File: src/rtl/load_store_unit_if.sv
// Data-memory bus between the load/store unit and the memory.
//   master : load_store_unit (drives request, write enable, address, enables, data)
//   slave  : memory model    (drives busAck, busRdata)
// Signals:
//   busReq   request, held until busAck
//   busWe    1 = write
//   busAddr  word address (ADDR_W-2 bits)
//   busBe    byte enables
//   busWdata lane-replicated store data
//   busAck   transfer done, busRdata valid in the same cycle
//   busRdata read word
interface load_store_unit_if #(
  parameter int ADDR_W = 16
);
  logic              busReq;
  logic              busWe;
  logic [ADDR_W-3:0] busAddr;
  logic [3:0]        busBe;
  logic [31:0]       busWdata;
  logic              busAck;
  logic [31:0]       busRdata;

  modport master (
    output busReq, busWe, busAddr, busBe, busWdata,
    input  busAck, busRdata
  );

  modport slave (
    input  busReq, busWe, busAddr, busBe, busWdata,
    output busAck, busRdata
  );
endinterface

File: src/rtl/load_store_unit.sv
// load_store_unit: memory-access stage. Runs one req/ack bus transaction per
// legal load/store, formats store lanes, extends load data and stalls the core
// until the access completes.
// Parameters: ADDR_W  byte-address bits decoded (upper address bits ignored)
//             TIMEOUT bus-wait limit in cycles (only with LSU_BUS_TIMEOUT_EN)
// Optional feature macro: LSU_BUS_TIMEOUT_EN (bus wait timeout with fault).
// Ports: clk, rst (async, active-high)
//        memRead, memWrite, f3, addr, writeData   core request
//        readData (registered), stall (comb), fault (one-cycle pulse)
//        bus                                      load_store_unit_if.master
module load_store_unit #(
  parameter int ADDR_W  = 16,
  parameter int TIMEOUT = 15
) (
  input  logic        clk,
  input  logic        rst,
  input  logic        memRead,
  input  logic        memWrite,
  input  logic [2:0]  f3,
  input  logic [31:0] addr,
  input  logic [31:0] writeData,
  output logic [31:0] readData,
  output logic        stall,
  output logic        fault,
  load_store_unit_if.master bus
);

  typedef enum logic [1:0] {IDLE, BUS, DONE} stateT;

  stateT       state;
  logic        isLoad;
  logic [2:0]  accF3;
  logic [1:0]  accLane;

  logic        req;
  logic        f3Ok;
  logic        alignOk;
  logic        legal;
  logic [3:0]  stBe;
  logic [31:0] stWdata;
  logic [31:0] laneWord;
  logic [7:0]  ldByte;
  logic [15:0] ldHalf;
  logic [31:0] ldVal;
  logic        unusedAddrBits;

  assign unusedAddrBits = ^addr[31:ADDR_W];
  assign req = memRead | memWrite;

  always_comb begin
    f3Ok = memRead ? (f3 inside {3'b000, 3'b001, 3'b010, 3'b100, 3'b101})
                   : (f3 inside {3'b000, 3'b001, 3'b010});
    case (f3[1:0])
      2'b01:   alignOk = !addr[0];
      2'b10:   alignOk = (addr[1:0] == 2'b00);
      default: alignOk = 1'b1;
    endcase
    legal = f3Ok && alignOk && !(memRead && memWrite);
  end

  always_comb begin
    case (f3[1:0])
      2'b00: begin
        stBe    = 4'b0001 << addr[1:0];
        stWdata = {4{writeData[7:0]}};
      end
      2'b01: begin
        stBe    = addr[1] ? 4'b1100 : 4'b0011;
        stWdata = {2{writeData[15:0]}};
      end
      default: begin
        stBe    = 4'b1111;
        stWdata = writeData;
      end
    endcase
    if (memRead) stBe = 4'b1111;
  end

  // Load extraction works from the latched lane/funct3, not the live core inputs.
  always_comb begin
    laneWord = bus.busRdata >> {accLane, 3'b000};
    ldByte   = laneWord[7:0];
    ldHalf   = accLane[1] ? bus.busRdata[31:16] : bus.busRdata[15:0];
    case (accF3)
      3'b000:  ldVal = {{24{ldByte[7]}}, ldByte};
      3'b001:  ldVal = {{16{ldHalf[15]}}, ldHalf};
      3'b100:  ldVal = {24'd0, ldByte};
      3'b101:  ldVal = {16'd0, ldHalf};
      default: ldVal = bus.busRdata;
    endcase
  end

  // Stall is combinational so the core freezes in the request cycle itself.
  assign stall = !rst && ((state == BUS) || ((state == IDLE) && req));

`ifdef LSU_BUS_TIMEOUT_EN
  localparam int CW = $clog2(TIMEOUT + 1);
  logic [CW-1:0] waitCnt;
  logic          expired;
  assign expired = (waitCnt == CW'(TIMEOUT - 1));
`endif

  always_ff @(posedge clk or posedge rst) begin
    if (rst) begin
      state        <= IDLE;
      readData     <= '0;
      fault        <= 1'b0;
      bus.busReq   <= 1'b0;
      bus.busWe    <= 1'b0;
      bus.busAddr  <= '0;
      bus.busBe    <= '0;
      bus.busWdata <= '0;
      isLoad       <= 1'b0;
      accF3        <= '0;
      accLane      <= '0;
`ifdef LSU_BUS_TIMEOUT_EN
      waitCnt      <= '0;
`endif
    end else begin
      fault <= 1'b0;
      case (state)
        IDLE: begin
          if (req) begin
            if (legal) begin
              isLoad       <= memRead;
              accF3        <= f3;
              accLane      <= addr[1:0];
              bus.busWe    <= memWrite;
              bus.busAddr  <= addr[ADDR_W-1:2];
              bus.busBe    <= stBe;
              bus.busWdata <= stWdata;
              bus.busReq   <= 1'b1;
`ifdef LSU_BUS_TIMEOUT_EN
              waitCnt      <= '0;
`endif
              state        <= BUS;
            end else begin
              fault <= 1'b1;
              if (memRead) readData <= '0;
              state <= DONE;
            end
          end
        end
        BUS: begin
          if (bus.busAck) begin
            if (isLoad) readData <= ldVal;
            bus.busReq <= 1'b0;
            state      <= DONE;
          end
`ifdef LSU_BUS_TIMEOUT_EN
          else if (expired) begin
            bus.busReq <= 1'b0;
            fault      <= 1'b1;
            if (isLoad) readData <= '0;
            state      <= DONE;
          end else begin
            waitCnt <= waitCnt + 1'b1;
          end
`endif
        end
        DONE:    state <= IDLE;
        default: state <= IDLE;
      endcase
    end
  end

endmodule

File: src/flat_wrapper.sv
// flat-port wrapper written by rule: the top's interface ports become plain ports
module load_store_unit_flat 
#(
  parameter int ADDR_W  = 16,
  parameter int TIMEOUT = 15
)
  (clk, rst, memRead, memWrite, f3, addr, writeData, readData, stall, fault, bus_busReq, bus_busWe, bus_busAddr, bus_busBe, bus_busWdata, bus_busAck, bus_busRdata);
  load_store_unit_if #(.ADDR_W(ADDR_W)) bus_i ();
  input  logic clk;
  input  logic rst;
  input  logic memRead;
  input  logic memWrite;
  input  logic [2:0] f3;
  input  logic [31:0] addr;
  input  logic [31:0] writeData;
  output logic [31:0] readData;
  output logic stall;
  output logic fault;
  output wire logic [$bits(bus_i.busReq)-1:0] bus_busReq;
  output wire logic [$bits(bus_i.busWe)-1:0] bus_busWe;
  output wire logic [$bits(bus_i.busAddr)-1:0] bus_busAddr;
  output wire logic [$bits(bus_i.busBe)-1:0] bus_busBe;
  output wire logic [$bits(bus_i.busWdata)-1:0] bus_busWdata;
  input wire logic [$bits(bus_i.busAck)-1:0] bus_busAck;
  input wire logic [$bits(bus_i.busRdata)-1:0] bus_busRdata;
  assign bus_busReq = bus_i.busReq;
  assign bus_busWe = bus_i.busWe;
  assign bus_busAddr = bus_i.busAddr;
  assign bus_busBe = bus_i.busBe;
  assign bus_busWdata = bus_i.busWdata;
  assign bus_i.busAck = bus_busAck;
  assign bus_i.busRdata = bus_busRdata;
  load_store_unit #(.ADDR_W(ADDR_W), .TIMEOUT(TIMEOUT)) u_core (.clk(clk), .rst(rst), .memRead(memRead), .memWrite(memWrite), .f3(f3), .addr(addr), .writeData(writeData), .readData(readData), .stall(stall), .fault(fault), .bus(bus_i));
endmodule
File: config.mk
export PLATFORM = sky130hd
export DESIGN_NAME = load_store_unit_flat
export DESIGN_NICKNAME = d
export VERILOG_FILES = /design/src/rtl/load_store_unit_if.sv /design/src/rtl/load_store_unit.sv /design/src/flat_wrapper.sv
export SDC_FILE = /design/constraint.sdc
export NUM_CORES = 1
export LEC_CHECK = 0
export BUFFER_PORTS_ARGS = -buffer_cell sky130_fd_sc_hd__buf_2
export CAP_MARGIN = 20
export CORE_MARGIN = 5
export CORE_UTILIZATION = 35
export CTS_BUF_LIST = sky130_fd_sc_hd__clkbuf_8
export DETAILED_ROUTE_END_ITERATION = 8
export GPL_TIMING_DRIVEN = 0
export PLACE_DENSITY = 0.71
export SLEW_MARGIN = 15
export SYNTH_ARGS = -nofsm -noshare
export SYNTH_HDL_FRONTEND = slang
export SYNTH_SLANG_ARGS = --single-unit
File: constraint.sdc
create_clock -name clk -period 6.05 [get_ports clk]
set_clock_uncertainty 0.05 [all_clocks]
set_input_delay 1.21 -clock clk [delete_from_list [all_inputs] [get_ports clk]]
set_output_delay 1.21 -clock clk [all_outputs]
set_load 0.02 [all_outputs]
### Word level (Yosys, flattened, before mapping)

Index checks and enable logic that the tools add are counted.
W data, S select, Z words.

* register bits: 93
* output and inout port bits: 86
* input port bits: 104
* word-level logic and storage cells: 76

* shift operators: 2
* bitwise gates (word level): 1
* equal/unequal tests: 16
* muxes and demuxes: 25
* reduce and logical (&&, ||, !) cells: 21

Operator list (number)
* $mux W32: 5
* $pmux W32 S2: 2
* $pmux W32 S4: 1
* $shr A32 B5 Y8: 1
* $mux W16: 1
* $eq A3 B3 Y1 const B: 4
* $mux W4: 2
* $pmux W4 S2: 1
* $mux W1: 7
* $eq A3 B1 Y1 const B: 2
* $logic_not A2 Y1: 3
* $logic_not A3 Y1: 2
* $mux W2: 3
* $ne A2 B1 Y1 const B: 3
* $ne A2 B2 Y1 const B: 3
* $reduce_and A6 Y1: 1
* $logic_and A1 B1 Y1: 5
* $reduce_bool A5 Y1: 1
* $eq A2 B1 Y1 const B: 2
* $pmux W1 S2: 2
* $pmux W2 S2: 1
* $reduce_and A4 Y1: 1
* $shl A1 B2 Y4 const A: 1
* $eq A3 B2 Y1 const B: 1
* other kinds (8): 10

### Longest topological paths before layout

Gate-level depths: netlist of the first run.

* word-level depth: 8
* mapped depth: 10
* mapped depth without buffers: 7

### Worst setup path after synthesis of the first run

No wires, ideal clock.

* path type: input to output
* start: input memRead
* end: output stall
* buffers on the path: 1
* stages: 3
* required time: 4.790 ns
* slack: 2.765 ns
* arrival: 2.025 ns
* cell sequence: buf_2 > nor2_1 > a211oi_1

* longest elaborated chain between the ends: 4

Ends and longest elaborated chain
* start: declaration: line flat_wrapper.sv:11 `input logic memRead;`
* $or A1 B1 Y1: line load_store_unit.sv:48 `assign req = memRead | memWrite;`
* $logic_and A1 B1 Y1: line load_store_unit.sv:94 `assign stall = !rst && ((state == BUS) || ((state == IDLE) && req));`
* $logic_or A1 B1 Y1: line load_store_unit.sv:94
* $logic_and A1 B1 Y1: line load_store_unit.sv:94
* end: declaration: line flat_wrapper.sv:17 `output logic stall;`

Every way passes these cells.

### Worst setup path after layout of the first run

Same ends and word-level chain as after synthesis.

==> results of run 1 <==
## per-layer routing
layer,vias up,GRT usage
met1,2023,0.220
met3,27,0.0648
met2,179,0.277
li1,1948,-
met5,-,0
met4,2,0.0625
## through the flow
stage / util / hold WS [ps]
finish: 0.456 / 437
global route: 0.455 / 461
CTS: 0.455 / 441
detailed placement: 0.440 / 416
global placement: 0.438 / 414
floorplan: - / 437
## report_power, final
group | leakage [nW] | internal, mW | switching [mW]
Sequential | 1.19 | 0.853 | 0.138
Combinational | 1.76 | 0.473 | 0.743
Clock | 0.0969 | 0.196 | 0.248
Total | 3.05 | 1.52 | 1.13
## final cells by class
| class | count | area [sq um] |
|---|---|---|
| clock buffer | 9 | 124 |
| antenna | 1 | 2.50 |
| tap | 176 | 220 |
| multi-input combinational | 315 | 2170 |
| sequential | 93 | 2330 |
| buffer | 28 | 141 |
| clock inverter | 7 | 80.1 |
| timing repair buffer | 173 | 888 |
| fill | 1287 | 7150 |
| inverter | 8 | 32.5 |
## state kept, by name (all words and copies together), names as in the netlist, 2 cells and up
register             count
u_core.readData         32
u_core.state             2
u_core.bus.busBe         4
u_core.accF3             3
u_core.bus.busAddr      14
u_core.accLane           2
u_core.bus.busWdata     32
## worst min-delay path, delay by kind of cell (launching register included)
family,cells,cell delay (ps)
AOI/OAI and AO/OA,1,60
DFF,1,350
and+or+nand+nor,1,50
## how the worst min path moves through the flow
stage	slack, ps	cells past startpoint	to
CTS	440	2	u_core.bus.busWdata[9]$_DFFE_PP0P_
finish	440	2	u_core.bus.busBe[0]$_DFFE_PP0P_
detailed placement	420	2	u_core.bus.busWdata[9]$_DFFE_PP0P_
global route	460	2	u_core.bus.busBe[0]$_DFFE_PP0P_
global placement	410	2	u_core.bus.busWdata[9]$_DFFE_PP0P_
floorplan	440	1	u_core.isLoad$_DFFE_PP0P_
## logic make-up after synthesis
group           after synthesis  share of synthesized area
compound gates              123                      0.160
flops                        93                      0.499
fa+ha+maj                     4                     0.0107
simple gates                121                      0.110
buf+inv                      36                     0.0367
mux                          67                      0.184
## cells in the mapped netlist (5+ instances only)
| cell | number | share of area |
|---|---|---|
| sky130_fd_sc_hd__dfrtp_1 | 93 | 0.50 |
| sky130_fd_sc_hd__clkbuf_1 | 17 | 0.014 |
| sky130_fd_sc_hd__buf_2 | 5 | 0.0054 |
| sky130_fd_sc_hd__mux2_4 | 28 | 0.090 |
| sky130_fd_sc_hd__nand2_1 | 52 | 0.042 |
| sky130_fd_sc_hd__o21ai_0 | 56 | 0.060 |
| sky130_fd_sc_hd__o2bb2ai_1 | 9 | 0.017 |
| sky130_fd_sc_hd__nor3_1 | 11 | 0.012 |
| sky130_fd_sc_hd__mux2_2 | 37 | 0.089 |
| sky130_fd_sc_hd__nor2_1 | 41 | 0.033 |
| sky130_fd_sc_hd__inv_1 | 8 | 0.0064 |
| sky130_fd_sc_hd__a22oi_1 | 16 | 0.026 |
| sky130_fd_sc_hd__a21oi_1 | 24 | 0.026 |
| sky130_fd_sc_hd__o22ai_1 | 7 | 0.0094 |
==> flow_summary_export.csv, run 1 <==
group,metric,value,unit
power,cellLeakagePower,3.05,nW
yosys,ys_async_sr_fraction,1.00,
timing,timing.final.setup_violations,0,
power,report.power.total,2.65,mW
timing,timing.final.crit_share,0.533,
run,timing.max_cap.violations,0,
worst_setup_path,cp_top_family,"buffers and inverters",
timing,tightestPinTransition,686,ps
worst_setup_path,crit_path_start_kind,"primary input",
timing,final_hold_fails,0,
worst_setup_path,cp.depth,4,
worst_setup_path,arrival,1970,ps
yosys,synthesis.nets,552,
floorplan,die_area,15700,sq um
floorplan,floorplan.rows,42,
worst_setup_path,r2r.worst_path.cells,4,
cells_and_area,layout-area-overhead-vs-synth,28.2,%
clock_tree,cts_root_buf,"sky130_fd_sc_hd__clkbuf_8",
drt,drc,0,
worst_setup_path,crit-reg2reg-launch,"u_core.accF3[1]$_DFFE_PP0P_",
power,power-per-cell-area,443,nW/um^2
placed_design,place_inst,793,
cells_and_area,nets,736,
worst_setup_path,cpMostUsedCell,"sky130_fd_sc_hd__buf_2",
global_route,grt_remaining_overflow,0,
cells_and_area,final_layout_size_suffix_gt1_frac,0.430,
run_status,result_of_the_run,"completed",
worst_setup_path,slowest_stage,"sky130_fd_sc_hd__a211oi_1",
timing,timing_max_transition_violations_final,0,
clock_tree,clk_pin_slew_worst_paths,100,ps
yosys,post_synth_instance_area,4670,sq um
timing,timing.setup.tns,0,ps
drt,post_drt_via_cell_ratio,5.16,
drt,drt_pre_antenna_iters,5,
timing,layout_min_cycle_time,3230,ps
worst_setup_path,worst_setup_path_startpoint,"memRead",
clock_tree,post_cts_resized,0,
global_route,first_pass_grt_wire_length,22.3,mm
yosys,postSynthCellCount,444,
placed_design,gp_congestion,0.907,
placed_design,port_buffers,172,
drt,detailroute.wirelength.met2,6.39,mm
timing,max_slew_margin,0.543,
worst_setup_path,r2r-end,"u_core.readData[8]$_DFFE_PP0P_",
clock_tree,clkLatencyLatePin,370,ps
clock_tree,cts.hold.buffers_added,0,
drt,routed.top_layer,"met5",
floorplan,chipHeight,125,microns
drt,route.met3.wl,1.19,mm
global_route,number_of_antenna_violations_at_the_first_check_in_global_routing,1,
clock_tree,ctsHtreeMaxLevel,3,
yosys,synth_sequential_area_ratio,0.499,
floorplan,coreArea,13100,sq um
drt,via_count,4179,
worst_setup_path,cp_max_fo,9,
clock_tree,cts_tree,"yes",
clock_tree,postCtsSetupBuffers,0,
placed_design,dp_hpwl,10.7,mm
cells_and_area,most-common-layout-cells,"sky130_fd_sc_hd__buf_2, sky130_fd_sc_hd__dfrtp_1, sky130_fd_sc_hd__o21ai_0, sky130_fd_sc_hd__nand2_1, sky130_fd_sc_hd__nor2_1",
cells_and_area,finish.instance_area,5990,sq um
clock_tree,max-clock-path-buffers,2,
yosys,synth.distinct_cells,35,
worst_setup_path,critical_path.cell_chain,"buf_2 > nor2_1 > a211oi_1 > buf_2",
timing,max_clock_freq,310,MHz
floorplan,ios,190,
hold_path,hold_class,"flip-flop to flip-flop",
cells_and_area,most_frequent_standard_cell_in_the_layout_excluding_fill_and_tap_cells,"sky130_fd_sc_hd__buf_2",
floorplan,die_x,125,microns
worst_setup_path,worst_path_required_time,4790,ps
worst_setup_path,reg2reg_setup_slack,3900,ps
yosys,post_synth.cell_area_avg,10.5,sq um
hold_path,holdCritStartpoint,"u_core.bus.busBe[0]$_DFFE_PP0P_",
drt,ant_nets,0,
placed_design,dpl_worst_slack,2520,ps
worst_setup_path,timing.critical_path.buf_inv,2,
floorplan,initial_core_util,0.355,
drt,drt-met1-wl,5.92,mm
worst_setup_path,cpPeakStageDelay,260,ps
timing,finalWorstSetupSlack,2820,ps
drt,first_iter_violations,317,
worst_setup_path,critical_path_endpoint_category,"output port",
yosys,synth.ff_latch_count,93,
placed_design,postPlaceCellArea,5780,sq um
cells_and_area,layout.cells.non_filler,810,
drt,post_drt_wl_per_cell,17.1,microns
drt,routed_wirelength,13.9,mm
yosys,ys.warnings.count,0,
clock_tree,tritoncts.num_buffers,9,
worst_setup_path,path_class,"primary input to output port",
power,vdd.ir_drop.worst,0.211,mV
yosys,dominantRegCellSynth,"sky130_fd_sc_hd__dfrtp_1",
global_route,grt_pass1_vias,4360,
global_route,grt_use_total,0.175,
timing,grt_setup_unrepaired,"false",
clock_tree,clock_sink_count,93,
worst_setup_path,critical_path_destination,"stall",
yosys,synth_enable_flop_cells,0,
global_route,grt_start_max_net_pins,50,
No activity file was read; power rests on OpenSTA's default activity.
==> inputs of run 2 (changes only) <==
ABC_AREA = 1   (was not set)
PLACE_DENSITY = 0.73   (was 0.71)
clock period = 2.9 ns   (was 6.05 ns; I/O delays follow)
==> run 2 against run 1 <==
Against the previous run: area after synthesis grew 3.1%; power is 110% higher; global-route usage grew 1.9 points.
==> flow_summary_export.csv, run 2 <==
group,metric,value,unit
yosys,synthesis.nets,772,
worst_setup_path,cpPeakStageDelay,420,ps
yosys,synth.distinct_cells,25,
timing,grt_setup_unrepaired,"false",
clock_tree,tritoncts.num_buffers,9,
cells_and_area,layout-area-overhead-vs-synth,28.2,%
worst_setup_path,cp_top_family,"buffers and inverters",
clock_tree,cts_tree,"yes",
placed_design,dp_hpwl,12.2,mm
worst_setup_path,path_class,"flip-flop to output port",
yosys,yosys.area.top_type,"sky130_fd_sc_hd__dfrtp_1",
yosys,synthMostInstantiatedCell,"sky130_fd_sc_hd__nand2_1",
drt,drc,0,
yosys,synth.ff_latch_count,93,
power,vdd.ir_drop.worst,0.537,mV
floorplan,initial_core_util,0.361,
yosys,synth_enable_flop_cells,0,
run_status,result_of_the_run,"completed",
timing,timing_max_transition_violations_final,0,
drt,routed_wirelength,15.5,mm
worst_setup_path,slowest_stage,"sky130_fd_sc_hd__clkbuf_1",
cells_and_area,most_frequent_standard_cell_in_the_layout_excluding_fill_and_tap_cells,"sky130_fd_sc_hd__nand2_1",
floorplan,die_area,16200,sq um
clock_tree,cts_root_buf,"sky130_fd_sc_hd__clkbuf_8",
timing,layout_min_cycle_time,2430,ps
floorplan,chipHeight,127,microns
yosys,post_synth.cell_area_avg,7.25,sq um
timing,final_hold_fails,0,
worst_setup_path,timing.critical_path.buf_inv,3,
global_route,grt_start_max_net_pins,36,
cells_and_area,final_layout_size_suffix_gt1_frac,0.262,
run,timing.max_cap.violations,0,
yosys,dominantRegCellSynth,"sky130_fd_sc_hd__dfrtp_1",
drt,via_count,4982,
worst_setup_path,critical_path.cell_chain,"inv_1 > nand2_1 > clkbuf_1 > a21oi_1 > buf_2",
yosys,synth_sequential_area_ratio,0.483,
timing,tightestPinTransition,656,ps
floorplan,ios,190,
global_route,grt_use_total,0.195,
worst_setup_path,arrival,1800,ps
power,cellLeakagePower,3.67,nW
drt,post_drt_wl_per_cell,15.1,microns
cells_and_area,antenna_cells,0,
yosys,post_synth_most_frequent_cells,"sky130_fd_sc_hd__nand2_1, sky130_fd_sc_hd__dfrtp_1, sky130_fd_sc_hd__inv_1",
yosys,post-synth-top-area-fraction,0.483,
yosys,ys_async_sr_fraction,1.00,
global_route,first_pass_grt_wire_length,25.1,mm
clock_tree,ctsHtreeMaxLevel,3,
floorplan,die_x,127,microns
worst_setup_path,critical_path_endpoint_category,"output port",
floorplan,coreArea,13300,sq um
clock_tree,clk_pin_slew_worst_paths,100,ps
global_route,grt_pass1_vias,4992,
yosys,post_synth_instance_area,4810,sq um
drt,drt_pre_antenna_iters,5,
global_route,number_of_antenna_violations_at_the_first_check_in_global_routing,0,
cells_and_area,reg_top3,"u_core.bus.busWdata x32, u_core.readData x32, u_core.bus.busAddr x14",
drt,ant_nets,0,
global_route,grt_remaining_overflow,0,
clock_tree,postCtsSetupBuffers,0,
worst_setup_path,crit_path_start_kind,"flip-flop",
yosys,yosys-top-cells-area,"sky130_fd_sc_hd__dfrtp_1, sky130_fd_sc_hd__nand2_1, sky130_fd_sc_hd__o21ai_0",
timing,max_slew_margin,0.562,
worst_setup_path,worst_path_required_time,2270,ps
yosys,postSynthCellCount,664,
timing,timing.final.crit_share,0.837,
drt,post_drt_via_cell_ratio,4.84,
clock_tree,clock_sink_count,93,
clock_tree,post_cts_resized,0,
cells_and_area,most-common-layout-cells,"sky130_fd_sc_hd__nand2_1, sky130_fd_sc_hd__buf_2, sky130_fd_sc_hd__dfrtp_1, sky130_fd_sc_hd__inv_1, sky130_fd_sc_hd__o21ai_0",
cells_and_area,nets,957,
placed_design,gp_congestion,0.925,
timing,timing.final.setup_violations,0,
hold_path,hold_class,"primary input to asynchronous set/reset pin",
placed_design,port_buffers,172,
clock_tree,cts.hold.buffers_added,0,
drt,first_iter_violations,426,
floorplan,floorplan.rows,42,
clock_tree,clkLatencyLatePin,380,ps
power,power-per-cell-area,903,nW/um^2
placed_design,dpl_worst_slack,415,ps
timing,timing.setup.tns,0,ps
worst_setup_path,cp_max_fo,10,
clock_tree,max-clock-path-buffers,2,
timing,finalWorstSetupSlack,474,ps
yosys,ys.warnings.count,0,
timing,max_clock_freq,412,MHz
## run 2: cell count changes in the layout (fill, tap and decap cells not counted), sizes merged, moves of 8 or more
cell,change
nor2,-10
o21ai,-20
inv,+36
mux2,-65
a22oi,-16
o2bb2ai,-9
buf,+14
nand4,+24
a32oi,+8
o211ai,+8
nor3,-12
nand2,+285
## run 2: path summary, 6_finish.rpt
kind	startpoint	to	slack, ps	cells after the start
worst max-delay path	u_core.state[1]$_DFFE_PP0P_	stall	470	5
worst max register to register	u_core.accF3[1]$_DFFE_PP0P_	u_core.readData[19]$_DFFE_PP0P_	1030	9
worst min-delay path	rst	u_core.accLane[0]$_DFFE_PP0P_	240	2
min in group clk	addr[3]	u_core.bus.busAddr[1]$_DFFE_PP0P_	340	3
max in group asynchronous	rst	u_core.readData[16]$_DFFE_PP0P_	1970	3
worst min register to register	u_core.bus.busAddr[10]$_DFFE_PP0P_	u_core.bus.busAddr[10]$_DFFE_PP0P_	420	2
## run 2: metal layers
layer | global-route usage | share of wire | up-vias
met4 | 0.0669 | 0.016 | 0
met5 | 0 | 0 | -
li1 | - | - | 2479
met3 | 0.0639 | 0.098 | 17
met1 | 0.250 | 0.43 | 2279
met2 | 0.309 | 0.45 | 207
## run 2: where the power goes
| part | leakage, nW | switching (mW) | internal [mW] |
|---|---|---|---|
| sequential | 1.21 | 0.247 | 1.74 |
| combinational | 2.35 | 1.75 | 0.810 |
| clock | 0.119 | 0.506 | 0.519 |
## run 2: area by class of cell
type | instances | area [sq um]
sequential | 93 | 2330
buffer | 35 | 170
timing repair buffer | 174 | 901
clock buffer | 10 | 138
clock inverter | 6 | 93.8
fill | 1389 | 7180
inverter | 47 | 180
tap | 176 | 220
multi-input combinational | 489 | 2140
## run 2: through the flow
stage / hold slack [ps] / cell area, sq um / power [mW] / instances / util
floorplan: 447 / 4820 / 3.68 / 664 / -
global placement: 399 / 5900 / 4.53 / 1012 / 0.442
detailed placement: 403 / 5940 / 4.58 / 1014 / 0.445
CTS: 249 / 6170 / 5.62 / 1030 / 0.462
global route: 283 / 6170 / 5.98 / 1030 / 0.462
finish: 241 / 6170 / 5.57 / 1030 / 0.462
## run 2: kinds of logic after synthesis
kind of cell	share of synthesized area
adders and majority gates	0.0104
AOI/OAI and AO/OA	0.101
DFF	0.483
buffers and inverters	0.0720
and+or+nand+nor	0.333
==> inputs of run 3 (changes only) <==
ABC_AREA = 0   (was 1)
clock period = 2 ns   (was 2.9 ns; I/O delays follow)
==> run 3 against run 2 <==
Against the previous run: sequential cell count unchanged; first-iteration DRC count decreased by 21%; largest power group unchanged; critical path depth increased by 6; highest routed layer is now met5; wire length decreased by 7.2%; worst setup slack got worse by 470 ps; cell count decreased by 20%; worst hold slack got worse by 220 ps; combinational power increased by 53%; non-clock buffer count increased by 5; largest cell class unchanged; via count decreased by 14%; register-to-register slack got worse by 970 ps.
==> flow_summary_export.csv, run 3 (synthesized netlist as in run 1, its figures left out) <==
group,metric,value,unit
run_status,result_of_the_run,"completed",
cells_and_area,nets,749,
worst_setup_path,reg2reg_setup_slack,60,ps
global_route,grt_remaining_overflow,0,
drt,ant_nets,0,
floorplan,chipHeight,125,microns
clock_tree,cts_root_buf,"sky130_fd_sc_hd__clkbuf_8",
timing,max_slew_margin,0.647,
worst_setup_path,critical_path_endpoint_category,"flip-flop",
placed_design,dpl_worst_slack,-625,ps
timing,max_clock_freq,501,MHz
worst_setup_path,cpMostUsedCell,"sky130_fd_sc_hd__buf_6",
floorplan,initial_core_util,0.355,
timing,timing_max_transition_violations_final,0,
floorplan,ios,190,
worst_setup_path,cpPeakStageDelay,410,ps
drt,drc,0,
drt,drt_pre_antenna_iters,5,
cells_and_area,reg_top3,"u_core.bus.busWdata x32, u_core.readData x32, u_core.bus.busAddr x14",
timing,timing.final.crit_share,0.998,
power,vdd.ir_drop.worst,0.627,mV
clock_tree,cts_tree,"yes",
cells_and_area,most_frequent_standard_cell_in_the_layout_excluding_fill_and_tap_cells,"sky130_fd_sc_hd__buf_2",
drt,first_iter_violations,335,
placed_design,postPlaceCellArea,5880,sq um
global_route,first_pass_grt_wire_length,23.0,mm
hold_path,hold_class,"primary input to asynchronous set/reset pin",
floorplan,floorplan.rows,42,
cells_and_area,finish.instance_area,6280,sq um
drt,routed_wirelength,14.4,mm
global_route,grt_pass1_vias,4399,
floorplan,die_area,15700,sq um
worst_setup_path,path_class,"primary input to flip-flop",
worst_setup_path,crit_path_start_kind,"primary input",
cells_and_area,most-common-layout-cells,"sky130_fd_sc_hd__buf_2, sky130_fd_sc_hd__dfrtp_1, sky130_fd_sc_hd__o21ai_0, sky130_fd_sc_hd__nand2_1, sky130_fd_sc_hd__nor2_1",
timing,timing.final.setup_violations,0,
timing,tightestPinTransition,528,ps
drt,post_drt_wl_per_cell,17.5,microns
worst_setup_path,timing.critical_path.buf_inv,5,
power,report.power.total,8.14,mW
placed_design,port_buffers,172,
worst_setup_path,critical_path.cell_chain,"buf_8 > inv_12 > ha_4 > buf_6 > nor3_2 > a21oi_1 > o21a_2 > a221o_2 > buf_6 > clkbuf_16 > mux2_4",
worst_setup_path,arrival,2210,ps
power,power-per-cell-area,1300,nW/um^2
placed_design,dp_hpwl,11.0,mm
drt,post_drt_via_cell_ratio,5.21,
global_route,grt_use_total,0.180,
timing,layout_min_cycle_time,2000,ps
placed_design,gp_congestion,0.907,
run,timing.max_cap.violations,0,
timing,final_hold_fails,0,
clock_tree,tritoncts.num_buffers,9,
global_route,number_of_antenna_violations_at_the_first_check_in_global_routing,1,
clock_tree,clkLatencyLatePin,370,ps
floorplan,coreArea,13100,sq um
global_route,grt_start_max_net_pins,31,
worst_setup_path,worst_path_required_time,2220,ps
power,cellLeakagePower,3.18,nW
clock_tree,clock_sink_count,93,
clock_tree,clk_pin_slew_worst_paths,100,ps
cells_and_area,final.fill_count,1246,
drt,via_count,4282,
worst_setup_path,slowest_stage,"sky130_fd_sc_hd__a221o_2",
clock_tree,max-clock-path-buffers,2,
cells_and_area,final_layout_size_suffix_gt1_frac,0.475,
timing,grt_setup_unrepaired,"true",
floorplan,die_x,125,microns
worst_setup_path,cp_top_family,"compound AO/OA/AOI/OAI gates",
timing,finalWorstSetupSlack,3.77,ps
worst_setup_path,cp_max_fo,10,
cells_and_area,layout-area-overhead-vs-synth,34.6,%
clock_tree,ctsHtreeMaxLevel,3,
cells_and_area,antenna_cells,0,
## run 3: cell types whose count changed in the layout (fill, tap and decap cells not counted), sizes merged, moves of 16 or more
cell,before,now
nand2,337,52
mux2,0,65
inv,47,11
nand4,24,0
o21ai,37,57
a22oi,0,16
## run 3: area by class of cell
type / instances / area [sq um] / area share
timing repair buffer: 189 / 1090 / 0.174
clock inverter: 6 / 50.0 / 0.00796
tap: 176 / 220 / 0.0350
sequential: 93 / 2330 / 0.371
inverter: 8 / 53.8 / 0.00856
clock buffer: 10 / 138 / 0.0219
multi-input combinational: 315 / 2240 / 0.357
buffer: 25 / 160 / 0.0255
## run 3: timing repair
action / CTS / global route
gates resized for setup: 17 / 27
buffers inserted: 4 / 9
gates cloned: 1 / 1
hold buffers: 0 / 0
setup endpoints to repair: 61 / 80
pin swaps: 4 / 4
## run 3: power breakdown
group | internal (mW) | switching (mW) | leakage [nW]
registers | 2.58 | 0.418 | 1.19
logic | 1.57 | 2.34 | 1.90
clock network | 0.504 | 0.727 | 0.0903
## run 3: routing by layer
layer  global-route usage  wire length [microns]  vias to the layer above  share of wire
met3               0.0644                   1360                       36          0.095
met4               0.0721                    347                        2          0.024
li1                     -                      -                     1972              -
met2                0.280                   6690                      225           0.47
met1                0.228                   5980                     2047           0.42
met5                    0                      7                        -        0.00049
## run 3: path summary, 6_finish.rpt
path	start	end	cells past startpoint
max in group asynchronous	rst	u_core.bus.busWdata[14]$_DFFE_PP0P_	4
setup reg to reg	u_core.accLane[1]$_DFFE_PP0P_	u_core.readData[18]$_DFFE_PP0P_	6
min in group clk	addr[5]	u_core.bus.busAddr[3]$_DFFE_PP0P_	2
hold reg to reg	u_core.bus.busWdata[9]$_DFFE_PP0P_	u_core.bus.busWdata[9]$_DFFE_PP0P_	2
hold / removal	rst	u_core.bus.busReq$_DFFE_PP0P_	2
setup / recovery	f3[1]	u_core.readData[19]$_DFFE_PP0P_	11
## run 3: stage by stage
| step | std cells | setup TNS, ps | util | hold slack (ps) |
|---|---|---|---|---|
| 6_report | 822 | 0 | 0.478 | 16.9 |
| 5_1_grt | 822 | -997 | 0.478 | 36.5 |
| 4_1_cts | 815 | -397 | 0.470 | 5.39 |
| 3_5_place_dp | 795 | -43590 | 0.447 | 415 |
| 3_3_place_gp | 792 | -53710 | 0.442 | 410 |
| 2_1_floorplan | 444 | -3350 | - | 437 |
